===== config.mk =====
export PLATFORM = sky130hd
export DESIGN_NAME = pipe_stage_skid_reg
export DESIGN_NICKNAME = d
export VERILOG_FILES = /design/src/rtl/pipe_stage_skid_reg.sv
export SDC_FILE = /design/constraint.sdc
export NUM_CORES = 1
export LEC_CHECK = 0
export CAP_MARGIN = 20
export CELL_PAD_IN_SITES_DETAIL_PLACEMENT = 0
export CELL_PAD_IN_SITES_GLOBAL_PLACEMENT = 1
export CORE_AREA = 5 5 169 171
export DETAILED_ROUTE_END_ITERATION = 10
export DIE_AREA = 0 0 174 176
export PLACE_DENSITY_LB_ADDON = 0.08
export SETUP_SLACK_MARGIN = 0.3
export SLEW_MARGIN = 15
export SYNTH_ARGS = -nofsm -noshare
export SYNTH_HDL_FRONTEND = slang
export SYNTH_SLANG_ARGS = --single-unit

===== constraint.sdc =====
create_clock -name clk -period 2.05 [get_ports clk]
set_clock_uncertainty 0.15 [all_clocks]
set_input_delay 0.205 -clock clk [delete_from_list [all_inputs] [get_ports clk]]
set_output_delay 0.205 -clock clk [all_outputs]
set_load 0.005 [all_outputs]

===== src/rtl/pipe_stage_skid_reg.sv =====
// Pipeline stage register with valid/ready handshaking and a 2-entry skid buffer.
// o_Ready comes from the skid valid flop only, so back-pressure never crosses the stage combinationally.
module pipe_stage_skid_reg #(
   parameter int PC_W   = 32,
   parameter int CTRL_W = 3,
   parameter int DATA_W = 64,
   parameter int DEST_W = 4
) (
   input  logic              clk,
   input  logic              reset,
   input  logic              i_Flush,
   input  logic              i_Freeze,
   input  logic              i_Valid,
   output logic              o_Ready,
   input  logic [PC_W-1:0]   i_Pc,
   input  logic [CTRL_W-1:0] i_Ctrl,
   input  logic [DATA_W-1:0] i_Data,
   input  logic [DEST_W-1:0] i_Destination,
   output logic              o_Valid,
   input  logic              i_Ready,
   output logic [PC_W-1:0]   o_Pc,
   output logic [CTRL_W-1:0] o_Ctrl,
   output logic [DATA_W-1:0] o_Data,
   output logic [DEST_W-1:0] o_Destination,
   output logic [1:0]        o_Count
);

   typedef enum logic [1:0] {
      S_EMPTY = 2'd0,
      S_ONE   = 2'd1,
      S_FULL  = 2'd2
   } state_t;

   state_t              state_q;
   logic [1:0]          count_q;
   logic                main_valid_q;
   logic [PC_W-1:0]     main_pc_q;
   logic [CTRL_W-1:0]   main_ctrl_q;
   logic [DATA_W-1:0]   main_data_q;
   logic [DEST_W-1:0]   main_dest_q;
   logic                skid_valid_q;
   logic [PC_W-1:0]     skid_pc_q;
   logic [CTRL_W-1:0]   skid_ctrl_q;
   logic [DATA_W-1:0]   skid_data_q;
   logic [DEST_W-1:0]   skid_dest_q;

   logic accept;
   logic drain;

   assign o_Ready       = ~skid_valid_q & ~i_Freeze;
   assign o_Valid       = main_valid_q & ~i_Freeze;
   assign accept        = i_Valid & o_Ready;
   assign drain         = o_Valid & i_Ready;

   // Control bits are gated so a bubble can never trigger write-back or memory access.
   assign o_Ctrl        = o_Valid ? main_ctrl_q : '0;
   assign o_Pc          = main_pc_q;
   assign o_Data        = main_data_q;
   assign o_Destination = main_dest_q;
   assign o_Count       = count_q;

   always_ff @(posedge clk) begin
      if (reset || i_Flush) begin
         state_q      <= S_EMPTY;
         count_q      <= 2'd0;
         main_valid_q <= 1'b0;
         main_pc_q    <= '0;
         main_ctrl_q  <= '0;
         main_data_q  <= '0;
         main_dest_q  <= '0;
         skid_valid_q <= 1'b0;
         skid_pc_q    <= '0;
         skid_ctrl_q  <= '0;
         skid_data_q  <= '0;
         skid_dest_q  <= '0;
      end else if (!i_Freeze) begin
         case (state_q)
            S_EMPTY: begin
               if (accept) begin
                  main_valid_q <= 1'b1;
                  main_pc_q    <= i_Pc;
                  main_ctrl_q  <= i_Ctrl;
                  main_data_q  <= i_Data;
                  main_dest_q  <= i_Destination;
                  count_q      <= 2'd1;
                  state_q      <= S_ONE;
               end
            end
            S_ONE: begin
               if (accept && drain) begin
                  main_pc_q    <= i_Pc;
                  main_ctrl_q  <= i_Ctrl;
                  main_data_q  <= i_Data;
                  main_dest_q  <= i_Destination;
               end else if (accept) begin
                  skid_valid_q <= 1'b1;
                  skid_pc_q    <= i_Pc;
                  skid_ctrl_q  <= i_Ctrl;
                  skid_data_q  <= i_Data;
                  skid_dest_q  <= i_Destination;
                  count_q      <= 2'd2;
                  state_q      <= S_FULL;
               end else if (drain) begin
                  // Payload registers keep their last values; only the valid bit drops.
                  main_valid_q <= 1'b0;
                  count_q      <= 2'd0;
                  state_q      <= S_EMPTY;
               end
            end
            S_FULL: begin
               if (drain) begin
                  main_pc_q    <= skid_pc_q;
                  main_ctrl_q  <= skid_ctrl_q;
                  main_data_q  <= skid_data_q;
                  main_dest_q  <= skid_dest_q;
                  skid_valid_q <= 1'b0;
                  skid_pc_q    <= '0;
                  skid_ctrl_q  <= '0;
                  skid_data_q  <= '0;
                  skid_dest_q  <= '0;
                  count_q      <= 2'd1;
                  state_q      <= S_ONE;
               end
            end
            default: begin
               state_q      <= S_EMPTY;
               count_q      <= 2'd0;
               main_valid_q <= 1'b0;
               skid_valid_q <= 1'b0;
            end
         endcase
      end
   end

endmodule


---- Word-level counts from Yosys, hierarchy flattened ----
Cells that the tools add are included.
word-level totals
  bits in registers ....................... 210
  output and inout port bits .............. 107
  logic and storage cells ................. 81
operators by class
  equal/unequal tests ..................... 10
  multiplexer cells ....................... 42
  bitwise logic cells ..................... 8
  reduce and logical (&&, ||, !) cells .... 10
operators with widths
  cell                                                             count
  64-bit two-way mux                                               5
  64-bit case mux with 3 select lines                              1
  32-bit two-way mux                                               5
  64-bit case mux with 2 select lines                              1
  32-bit case mux with 3 select lines                              1
  32-bit case mux with 2 select lines                              1
  4-bit two-way mux                                                5
  5-bit AND reduction                                              4
  3-bit two-way mux                                                6
  2-bit inequality test, second input constant                     7
  4-bit case mux with 3 select lines                               1
  2-bit two-way mux                                                5
  3-bit case mux with 3 select lines                               1
  4-bit case mux with 2 select lines                               1
  1-bit case mux with 3 select lines                               2
  2-bit case mux with 3 select lines                               1
  3-bit case mux with 2 select lines                               1
  6-bit AND reduction                                              1
  1-bit two-way mux                                                5
  1-bit AND                                                        4
  1-bit NOT                                                        4
  3-bit inequality test, second input constant                     1
  3-bit nonzero test                                               1
  2-bit by 1-bit == test with 1-bit output, second input constant  1
  5 further kinds                                                  5

---- Logic depth before layout (Yosys ltp) ----
Gate-level depths: netlist of the first run.
  depth after elaboration ................. 7
  gate-level depth with buffers ........... 8
  depth with buffers taken out ............ 4

---- Least setup slack after synthesis of the first run ----
No wires, ideal clock.
  kind .................................... register to register
  from .................................... register o_Count[1] (netlist name)
  to ...................................... register skid_data_q[46]
  data arrival time ....................... 1701 ps
  slack ................................... 67 ps
  stages on the path, launching flop included .. 8
  path buffers ............................ 3
  period minus slack after synthesis ...... 1983 ps
  cell sequence ........................... dfxtp_1 or3b_1 buf_2 o32a_1 buf_2 clkbuf_1 nand2_1 a21oi_1
RTL lines
  item                  line  source
  to (signal assigned)  99    skid_data_q <= i_Data;
  to (decl)             44    logic [DATA_W-1:0] skid_data_q;

---- Final worst setup path of the first run ----
  from .................................... register skid_valid_q
  to ...................................... register main_data_q[15] (netlist: o_Data[15])
between the ends
  cells in the longest elaborated chain, start to end .. 6
  elaborated cells on any way between the ends .. 7
RTL lines
  item                             line  source
  from (decl)                      41    logic skid_valid_q;
  from (signal assigned)           71    skid_valid_q <= 1'b0;
  from (signal assigned)           96    skid_valid_q <= 1'b1;
  from (signal assigned)           116   skid_valid_q <= 1'b0;
  1-bit NOT *                      50    assign o_Ready = ~skid_valid_q & ~i_Freeze;
  1-bit AND *                      50
  1-bit AND *                      52    assign accept = i_Valid & o_Ready;
  1-bit logical AND                90    if (accept && drain) begin
  2-bit inequality test (no line)  --
  5-bit AND reduction (no line) *  --
  to (signal assigned)             83    main_data_q <= i_Data;
  to (signal assigned)             93    main_data_q <= i_Data;
  to (signal assigned)             114   main_data_q <= skid_data_q;
  to (decl)                        39    logic [DATA_W-1:0] main_data_q;
Every way passes the cells marked *; elsewhere a longest branch is shown, timed or not.
A chain may end at the register's enable or synchronous reset.

==> results of run 1 <==
power groups by stage:
stage | clock network, W | logic [W] | registers, W
after floorplan | 0 | 0.000352 | 0.00430
after global placement | 0 | 0.000911 | 0.00430
after detailed placement | 0 | 0.000908 | 0.00430
after CTS | 0.00460 | 0.000978 | 0.00421
after global routing | 0.00478 | 0.00140 | 0.00425
final | 0.00448 | 0.00132 | 0.00424
logic make-up (layout without fill, tap and decap cells):
kind of cell / Yosys count / count (layout)
and+or+nand+nor: 230 / 230
DFF: 210 / 210
buffers and inverters: 106 / 353
AOI/OAI and AO/OA: 322 / 322
muxes: 103 / 103
xor gates and xnor gates: 1 / 1
state kept, by name, indices dropped and copies added (netlist names):
name           cells
skid_ctrl_q        3
main_valid_q       1
o_Pc              32
skid_dest_q        4
skid_data_q       64
o_Count            2
main_ctrl_q        3
o_Destination      4
o_Data            64
skid_valid_q       1
skid_pc_q         32
final cells by class:
| class | count | area [um2] |
|---|---|---|
| fill | 2373 | 12200 |
| multi-input combinational | 656 | 5220 |
| sequential | 210 | 4210 |
| timing repair buffer | 307 | 3800 |
| clock buffer | 38 | 734 |
| tap | 341 | 427 |
| clock inverter | 7 | 92.6 |
| inverter | 1 | 3.75 |
what timing repair did:
item	CTS	global route
pin swaps	3	62
setup endpoints to repair	263	299
gates resized for setup	33	257
buffers inserted	8	6
hold endpoints to repair	0	0
cloned	5	18
worst max-delay path, cell delays in order (launching register included):
cell and delay [ps]:
dfxtp_2 320, or3b_4 410, a211oi_4 310, buf_6 170, buf_12 160, buf_6 110
clkbuf_16 140, o31ai_4 50, a21oi_1 140
cells in the final DEF, fill, tap and decap left out, types with 7 or more instances in the layout:
master           count
clkdlybuf4s50_1    206
dfxtp_1            205
a21oi_1            149
nand3_1            104
nand2_1            104
mux2i_1            103
o31ai_4             60
a21oi_2             56
clkbuf_16           40
buf_12              36
o31ai_1             29
o31ai_2             16
buf_6               15
buf_4               14
clkbuf_1             7
buf_16               7
buf_8                7
synthesized netlist by cell type:
cell	n
or3b_1	1
inv_1	1
nor2_1	8
and2_1	5
nand3b_1	1
nand2b_1	2
o31ai_1	105
or2_2	1
dfxtp_1	210
buf_2	25
nand3_1	105
or2_1	1
mux2i_1	103
nand2_1	104
buf_4	24
o32ai_4	1
buf_1	6
o21ai_0	3
a21oi_1	211
clkbuf_1	50
nor2b_1	2
xnor2_1	1
a211oi_2	1
o32a_1	1
layer usage:
layer	global-route usage	vias up
li1	-	3985
met1	0.243	3905
met2	0.278	205
met3	0.0405	37
met4	0.0337	2
met5	0	-
stage by stage:
step	std cells	instance area, um2	hold WS, ps
after floorplan	972	8820	207
after global placement	1478	11500	287
after detailed placement	1478	11500	293
after CTS	1536	12600	109
after global routing	1560	14500	133
final	1560	14500	132
worst max-delay path by stage:
| stage | to | slack [ps] | cells past startpoint |
|---|---|---|---|
| floorplan | o_Data[0] | 140 | 8 |
| global placement | skid_data_q[60] | -340 | 8 |
| detailed placement | skid_data_q[49] | -380 | 8 |
| CTS | skid_data_q[49] | 60 | 7 |
| global route | o_Data[15] | -70 | 8 |
| finish | o_Data[15] | 8 | 8 |
==> results.sh, run 1 <==
export IMPL_status="finished clean"
export IMPL_met1Wirelength_um=14400
export IMPL_synth_area_mm2=0.00870
export IMPL_internal_power_w=0.00760
export IMPL_synthAdderAreaFrac=0
export IMPL_yosys_warnings=0
export IMPL_io_buffers=215
export IMPL_hp_start="i_Pc[4]"
export IMPL_crit_arrival_ps=2340
export IMPL_wirelength_um=31500
export IMPL_setup_viol=0
export IMPL_cts_buffer_depth=3
export IMPL_ys_ff_latch=210
export IMPL_fin_setup_tns_ps=0
export IMPL_htreeDepth=1
export IMPL_grt_ovfl_total=0
export IMPL_clk_latency_ps=520
export IMPL_power_switching_w=0.00244
export IMPL_seqPwrFrac=0.422
export IMPL_antenna_found_initial=1
export IMPL_die_area_mm2=0.0306
export IMPL_dr_pass1_iters=5
export IMPL_ctsHoldBuffers=0
export IMPL_min_period_ps=2040
export IMPL_crit_path_start="skid_valid_q"
export IMPL_start_kind="register"
export IMPL_drive_gt1_frac=0.238
export IMPL_yosys_area_share_simple=0.118
export IMPL_max_freq_mhz=490
export IMPL_p_leak_nw=5.55
export IMPL_first_global_vias=7586
export IMPL_cts_made_buffers=25
export IMPL_p_per_area_mw_per_mm2=693
export IMPL_pwr_share_comb=0.132
export IMPL_cts_tree="yes"
export IMPL_track_usage=0.174
export IMPL_core_mm2=0.0267
export IMPL_syn2layout_area_growth_pct=66.4
export IMPL_grt_max_degree=61
export IMPL_seq_area_frac_synth=0.483
export IMPL_ir_worst_vdd_v=0.000425
export IMPL_max_slew_margin_rel=0.612
export IMPL_synth_xor_area_frac=0.00101
export IMPL_drc_errors=0
export IMPL_rsz0062_at_grt="true"
export IMPL_reg2regPathDepth=8
export IMPL_die_x_um=174
export IMPL_post_route_period_util=0.996
export IMPL_reg2reg_from="skid_valid_q"
export IMPL_path_class="register to register"
export IMPL_die_h_um=176
export IMPL_finalPower_w=0.0100
export IMPL_finalHoldViolations=0
export IMPL_cts_sinks=210
export IMPL_yosys_cell_types_count=24
export IMPL_synth_compound_area_frac=0.219
export IMPL_holdPathStages=3
export IMPL_nets=1310
export IMPL_drv_slew=0
export IMPL_fp_row_count=60
export IMPL_wire_per_inst_um=20.2
export IMPL_num_vias=8134
export IMPL_vias_per_cell=5.21
export IMPL_synth_area_top_cells="dfxtp_1 48%, a21oi_1 12%, mux2i_1 12%"
export IMPL_syn_area_per_cell_um2=8.95
export IMPL_synth_area_leader_cell="dfxtp_1"
export IMPL_synth_top_family_by_area="compound AO/OA/AOI/OAI gates"
export IMPL_start_util=0.326
export IMPL_highest_layer="met5"
export IMPL_postRouteAntennaNets=0
export IMPL_dp_slack_ps=-378
export IMPL_grt_pass1_wl_um=43900
export IMPL_hpwl_um=17900
export IMPL_root_buffer="clkbuf_16"
export IMPL_reg2reg_setup_slack_ps=8
export IMPL_pwr_share_clk=0.446
export IMPL_gp_congestion=0.764
export IMPL_drv_cap=0
export IMPL_endpoint_kind="register"
export IMPL_path_max_fanout=7
export IMPL_final_core_util=0.542
export IMPL_n_antenna_cell=0
export IMPL_met2WireLength_um=15000
export IMPL_dr_wl_met3_um=1650
export IMPL_worstHoldEndpoint="skid_pc_q[4]"
export IMPL_worstHoldPathType="input pin to register"
export IMPL_synth_mux_area_fraction=0.118
export IMPL_syn_inst=972
export IMPL_switching_share=0.243
export IMPL_io_pins=216
export IMPL_worst_pin_slew_ps=582
export IMPL_first_iter_violations=383
export IMPL_worstPathRequired_ps=2350
export IMPL_fin_ws_ps=7.94
export IMPL_synth_top_area_frac=0.483
export IMPL_syn_num_nets=1081
export IMPL_r2r_end="o_Data[15]"
export IMPL_cts_clk_slew_worst_paths_ps=60
Power figures use the tool's default switching activity.
==> inputs of run 2 (changes only) <==
Settings changed: PLACE_DENSITY_LB_ADDON 0.08 to 0.12.
==> results.sh, run 2 (synthesis gave the netlist of run 1 again) <==
export IMPL_die_x_um=174
export IMPL_setup_viol=92
export IMPL_syn2layout_area_growth_pct=71.1
export IMPL_wirelength_um=32100
export IMPL_num_vias=8280
export IMPL_cts_sinks=210
export IMPL_dp_cells=1483
export IMPL_mostFrequentLayoutCells="176 x dfxtp_1, 157 x a21oi_1, 126 x clkdlybuf4s50_1"
export IMPL_cts_tree="yes"
export IMPL_gp_congestion=0.745
export IMPL_fin_ws_ps=-54.9
export IMPL_fin_cells=1582
export IMPL_layout_commonest_cell="dfxtp_1"
export IMPL_io_pins=216
export IMPL_hold_slack_ps=119
export IMPL_first_global_vias=7824
export IMPL_post_route_period_util=1.03
export IMPL_status="complete, but fails checks"
export IMPL_start_kind="register"
export IMPL_worstPathRequired_ps=2350
export IMPL_dr_pass1_iters=5
export IMPL_fp_row_count=60
export IMPL_first_iter_violations=351
export IMPL_drv_cap=0
export IMPL_worst_pin_slew_ps=493
export IMPL_root_buffer="clkbuf_16"
export IMPL_cts_buffer_depth=3
export IMPL_worstHoldPathType="input pin to register"
export IMPL_p_leak_nw=7.23
export IMPL_rsz0062_at_grt="true"
export IMPL_nets=1328
export IMPL_core_mm2=0.0267
export IMPL_finalHoldViolations=0
export IMPL_vias_per_cell=5.23
export IMPL_finalPower_w=0.0102
export IMPL_track_usage=0.178
export IMPL_cts_made_buffers=26
export IMPL_fillers=2331
export IMPL_path_class="register to register"
export IMPL_start_util=0.326
export IMPL_drc_errors=0
export IMPL_crit_arrival_ps=2400
export IMPL_path_max_fanout=6
export IMPL_clk_latency_ps=520
export IMPL_die_h_um=176
export IMPL_max_freq_mhz=475
export IMPL_grt_pass1_wl_um=44900
export IMPL_max_slew_margin_rel=0.672
export IMPL_wire_per_inst_um=20.3
export IMPL_drive_gt1_frac=0.293
export IMPL_antenna_found_initial=0
export IMPL_io_buffers=215
export IMPL_multi_input_area_mm2=0.00506
export IMPL_htreeDepth=1
export IMPL_p_per_area_mw_per_mm2=683
export IMPL_drv_slew=0
export IMPL_cts_clk_slew_worst_paths_ps=60
export IMPL_endpoint_kind="register"
export IMPL_grt_ovfl_total=0
export IMPL_hpwl_um=17700
export IMPL_min_period_ps=2100
export IMPL_grt_max_degree=75
export IMPL_die_area_mm2=0.0306
export IMPL_ir_worst_vdd_v=0.000391
export IMPL_seq_area_mm2=0.00426
export IMPL_violations="negative setup slack"
export IMPL_postRouteAntennaNets=0
run 2: per-stage QoR:
step                      setup TNS, ps  setup WS (ps)  area, um2  utilization
after floorplan                       0            136       8820            -
after global placement           -63120           -349      11700        0.436
after detailed placement         -63290           -348      11700        0.436
after CTS                             0           31.9      13000        0.486
after global routing             -11190           -137      14900        0.557
final                             -1760          -54.9      14900        0.557
run 2: timing repair:
action	CTS	global route
setup endpoints to repair	269	299
pin swaps	3	133
setup buffers	12	8
resized for setup	47	328
hold buffers	0	0
gates cloned	7	22
run 2: where the power goes:
group          switching (W)  leakage, nW  internal, W
Clock                0.00180        0.442      0.00296
Sequential         0.0000576         1.72      0.00416
Combinational       0.000543         5.07     0.000642
run 2: worst paths after layout:
path	start	endpoint	slack (ps)	cells past startpoint
worst max-delay path	o_Count[1]	skid_pc_q[6]	-50	8
worst min register to register	skid_data_q[52]	skid_data_q[52]	300	2
worst max register to register	o_Count[1]	skid_pc_q[6]	-50	8
worst min-delay path	i_Data[33]	skid_data_q[33]	120	3
run 2: worst max-delay path, cell delays in order, from the launching register on:
cell and delay, ps:
dfxtp_2 320, or3b_4 420, buf_6 150, o32ai_4 290
buf_12 170, buf_12 150, clkbuf_16 170, nand3_2 70
a21oi_1 140
run 2: layout make-up:
class | instances | share of cell area
diodes | 2 | 0.000336
multi-input cells | 656 | 0.340
flip-flops and latches | 210 | 0.286
repair buffers | 324 | 0.285
clock inverters | 10 | 0.00882
well taps | 341 | 0.0287
clock buffers | 38 | 0.0515
inverters | 1 | 0.000252
run 2: metal layers:
metal	global-route usage	vias up	wire, um
met5	0	-	0
met4	0.0313	0	471
met3	0.0428	33	1630
met2	0.291	196	15400
met1	0.244	4029	14600
li1	-	4022	-
==> inputs of run 3 (changes only) <==
Settings changed: CORE_AREA 5 5 169 171 to 5 5 150 152, DIE_AREA 0 0 174 176 to 0 0 155 157, DONT_BUFFER_PORTS set to 1.
Clock period 2.05 ns to 1.86 ns, I/O delays scaled along.
==> results.sh, run 3 (synthesis gave the netlist of run 1 again) <==
export IMPL_status="complete, but fails checks"
export IMPL_violations="negative setup slack"
export IMPL_wirelength_um=28000
export IMPL_use_met1=0.259
export IMPL_clk_latency_ps=500
export IMPL_reg2reg_setup_slack_ps=-120
export IMPL_num_vias=7711
export IMPL_nets=1176
export IMPL_grt_ovfl_total=0
export IMPL_fp_row_count=53
export IMPL_first_global_vias=7711
export IMPL_antenna_found_initial=1
export IMPL_setup_viol=193
export IMPL_rsz0062_at_grt="true"
export IMPL_io_buffers=0
export IMPL_fin_ws_ps=-124
export IMPL_layout_commonest_cell="dfxtp_1"
export IMPL_worst_pin_slew_ps=530
export IMPL_syn2layout_area_growth_pct=32.7
export IMPL_postRouteAntennaNets=0
export IMPL_io_pins=216
export IMPL_min_period_ps=1980
export IMPL_grt_pass1_wl_um=41400
export IMPL_hpwl_um=16400
export IMPL_start_kind="register"
export IMPL_crit_arrival_ps=2270
export IMPL_first_iter_violations=440
export IMPL_p_per_area_mw_per_mm2=841
export IMPL_pwr_share_clk=0.431
export IMPL_holdPathStages=2
export IMPL_seqPwrFrac=0.480
export IMPL_grt_busiest_layer="met2"
export IMPL_post_route_period_util=1.07
export IMPL_ir_worst_vdd_v=0.000624
export IMPL_worstHoldEndpoint="skid_data_q[31]"
export IMPL_cts_clk_slew_worst_paths_ps=60
export IMPL_pwr_share_comb=0.088
export IMPL_gp_congestion=0.816
export IMPL_start_util=0.417
export IMPL_max_freq_mhz=504
export IMPL_drc_errors=0
export IMPL_max_slew_margin_rel=0.647
export IMPL_mostFrequentLayoutCells="207 x dfxtp_1, 185 x a21oi_1, 108 x dlygate4sd3_1"
export IMPL_reg2reg_from="skid_valid_q"
export IMPL_finalPower_w=0.00971
export IMPL_path_class="register to register"
export IMPL_track_usage=0.204
export IMPL_grtUsageMet2=0.346
export IMPL_path_max_fanout=8
export IMPL_worstHoldPathType="input pin to register"
export IMPL_cts_tree="yes"
export IMPL_cts_sinks=210
export IMPL_drive_gt1_frac=0.135
export IMPL_switching_share=0.237
export IMPL_drv_slew=0
export IMPL_grt_max_degree=63
export IMPL_vias_per_cell=5.69
export IMPL_hp_start="reset"
export IMPL_wire_per_inst_um=20.7
export IMPL_r2r_end="skid_dest_q[1]"
export IMPL_p_leak_nw=4.99
export IMPL_root_buffer="clkbuf_16"
export IMPL_drv_cap=0
export IMPL_core_mm2=0.0209
export IMPL_die_h_um=157
export IMPL_worstPathRequired_ps=2140
export IMPL_die_x_um=155
export IMPL_cts_buffer_depth=3
export IMPL_grtUsageMet3=0.0594
export IMPL_cts_made_buffers=23
export IMPL_power_switching_w=0.00230
export IMPL_internal_power_w=0.00741
export IMPL_hold_slack_ps=77.7
export IMPL_die_area_mm2=0.0243
export IMPL_reg2regPathDepth=6
export IMPL_htreeDepth=1
export IMPL_endpoint_kind="register"
export IMPL_finalHoldViolations=0
export IMPL_dr_pass1_iters=5
-- run 3: changes by cell type in the layout (fill, tap and decap cells not counted), moves of 14 or more --
cell             previous run  this run
o31ai_1                    66       105
nand3_2                    60         3
a21oi_1                   157       185
o31ai_4                    29         0
clkdlybuf4s50_1           126         0
dfxtp_1                   176       207
dlygate4sd3_1               0       108
clkbuf_16                  46        32
dfxtp_2                    29         2
dlymetal6s2s_1             84         0
nand3_1                    41       102
a21oi_2                    54        26
-- run 3: worst max-delay path by stage --
| stage | cells after the start | slack, ps | endpoint | start |
|---|---|---|---|---|
| 2_1_floorplan | 8 | -50 | o_Data[0] | o_Count[1] |
| 3_3_place_gp | 6 | -150 | skid_data_q[5] | skid_valid_q |
| 3_5_place_dp | 6 | -220 | skid_data_q[21] | skid_valid_q |
| 4_1_cts | 5 | -100 | o_Data[3] | skid_valid_q |
| 5_1_grt | 6 | -190 | skid_pc_q[1] | skid_valid_q |
| 6_report | 6 | -120 | skid_dest_q[1] | skid_valid_q |
-- run 3: power groups by stage --
stage | registers (W) | logic, W | clock network, W
5_1_grt | 0.00468 | 0.000918 | 0.00448
2_1_floorplan | 0.00474 | 0.000390 | 0
4_1_cts | 0.00467 | 0.000764 | 0.00427
6_report | 0.00467 | 0.000856 | 0.00419
3_3_place_gp | 0.00477 | 0.000514 | 0
3_5_place_dp | 0.00477 | 0.000525 | 0
-- run 3: worst max-delay path: stages, from the launching register on --
cell	delay [ps]
dfxtp_2	320
or3b_4	440
o32ai_4	330
buf_6	250
clkbuf_16	180
nand3_1	90
a21oi_2	140
-- run 3: routing by layer --
metal / share of wire / vias up
li1: - / 3693
met5: 0 / -
met2: 0.47 / 259
met4: 0.015 / 0
met1: 0.43 / 3727
met3: 0.083 / 32
-- run 3: repair_timing --
item,in CTS,in global routing
hold buffers,108,0
buffers inserted,0,6
setup endpoints to repair,211,211
cloned,1,14
endpoints found under the hold margin,210,0
gates resized for setup,7,47
pin swaps,1,12
-- run 3: stage by stage --
| stage | worst slack, ps | setup TNS [ps] | utilization | instance area, um2 | std cells |
|---|---|---|---|---|---|
| detailed placement | -220 | -29280 | 0.442 | 9230 | 1188 |
| global placement | -147 | -20870 | 0.442 | 9230 | 1188 |
| floorplan | -54.5 | -4080 | - | 8850 | 972 |
| global route | -195 | -28440 | 0.553 | 11500 | 1355 |
| CTS | -102 | -11290 | 0.529 | 11000 | 1334 |
| finish | -124 | -16040 | 0.553 | 11500 | 1355 |
-- run 3: final cells by class --
type / instances / area (um2)
sequential: 210 / 4210
fill: 1833 / 9340
antenna: 1 / 2.50
timing repair buffer: 175 / 2160
inverter: 1 / 3.75
clock buffer: 31 / 646
clock inverter: 6 / 30.0
tap: 275 / 344
multi-input combinational: 656 / 4160
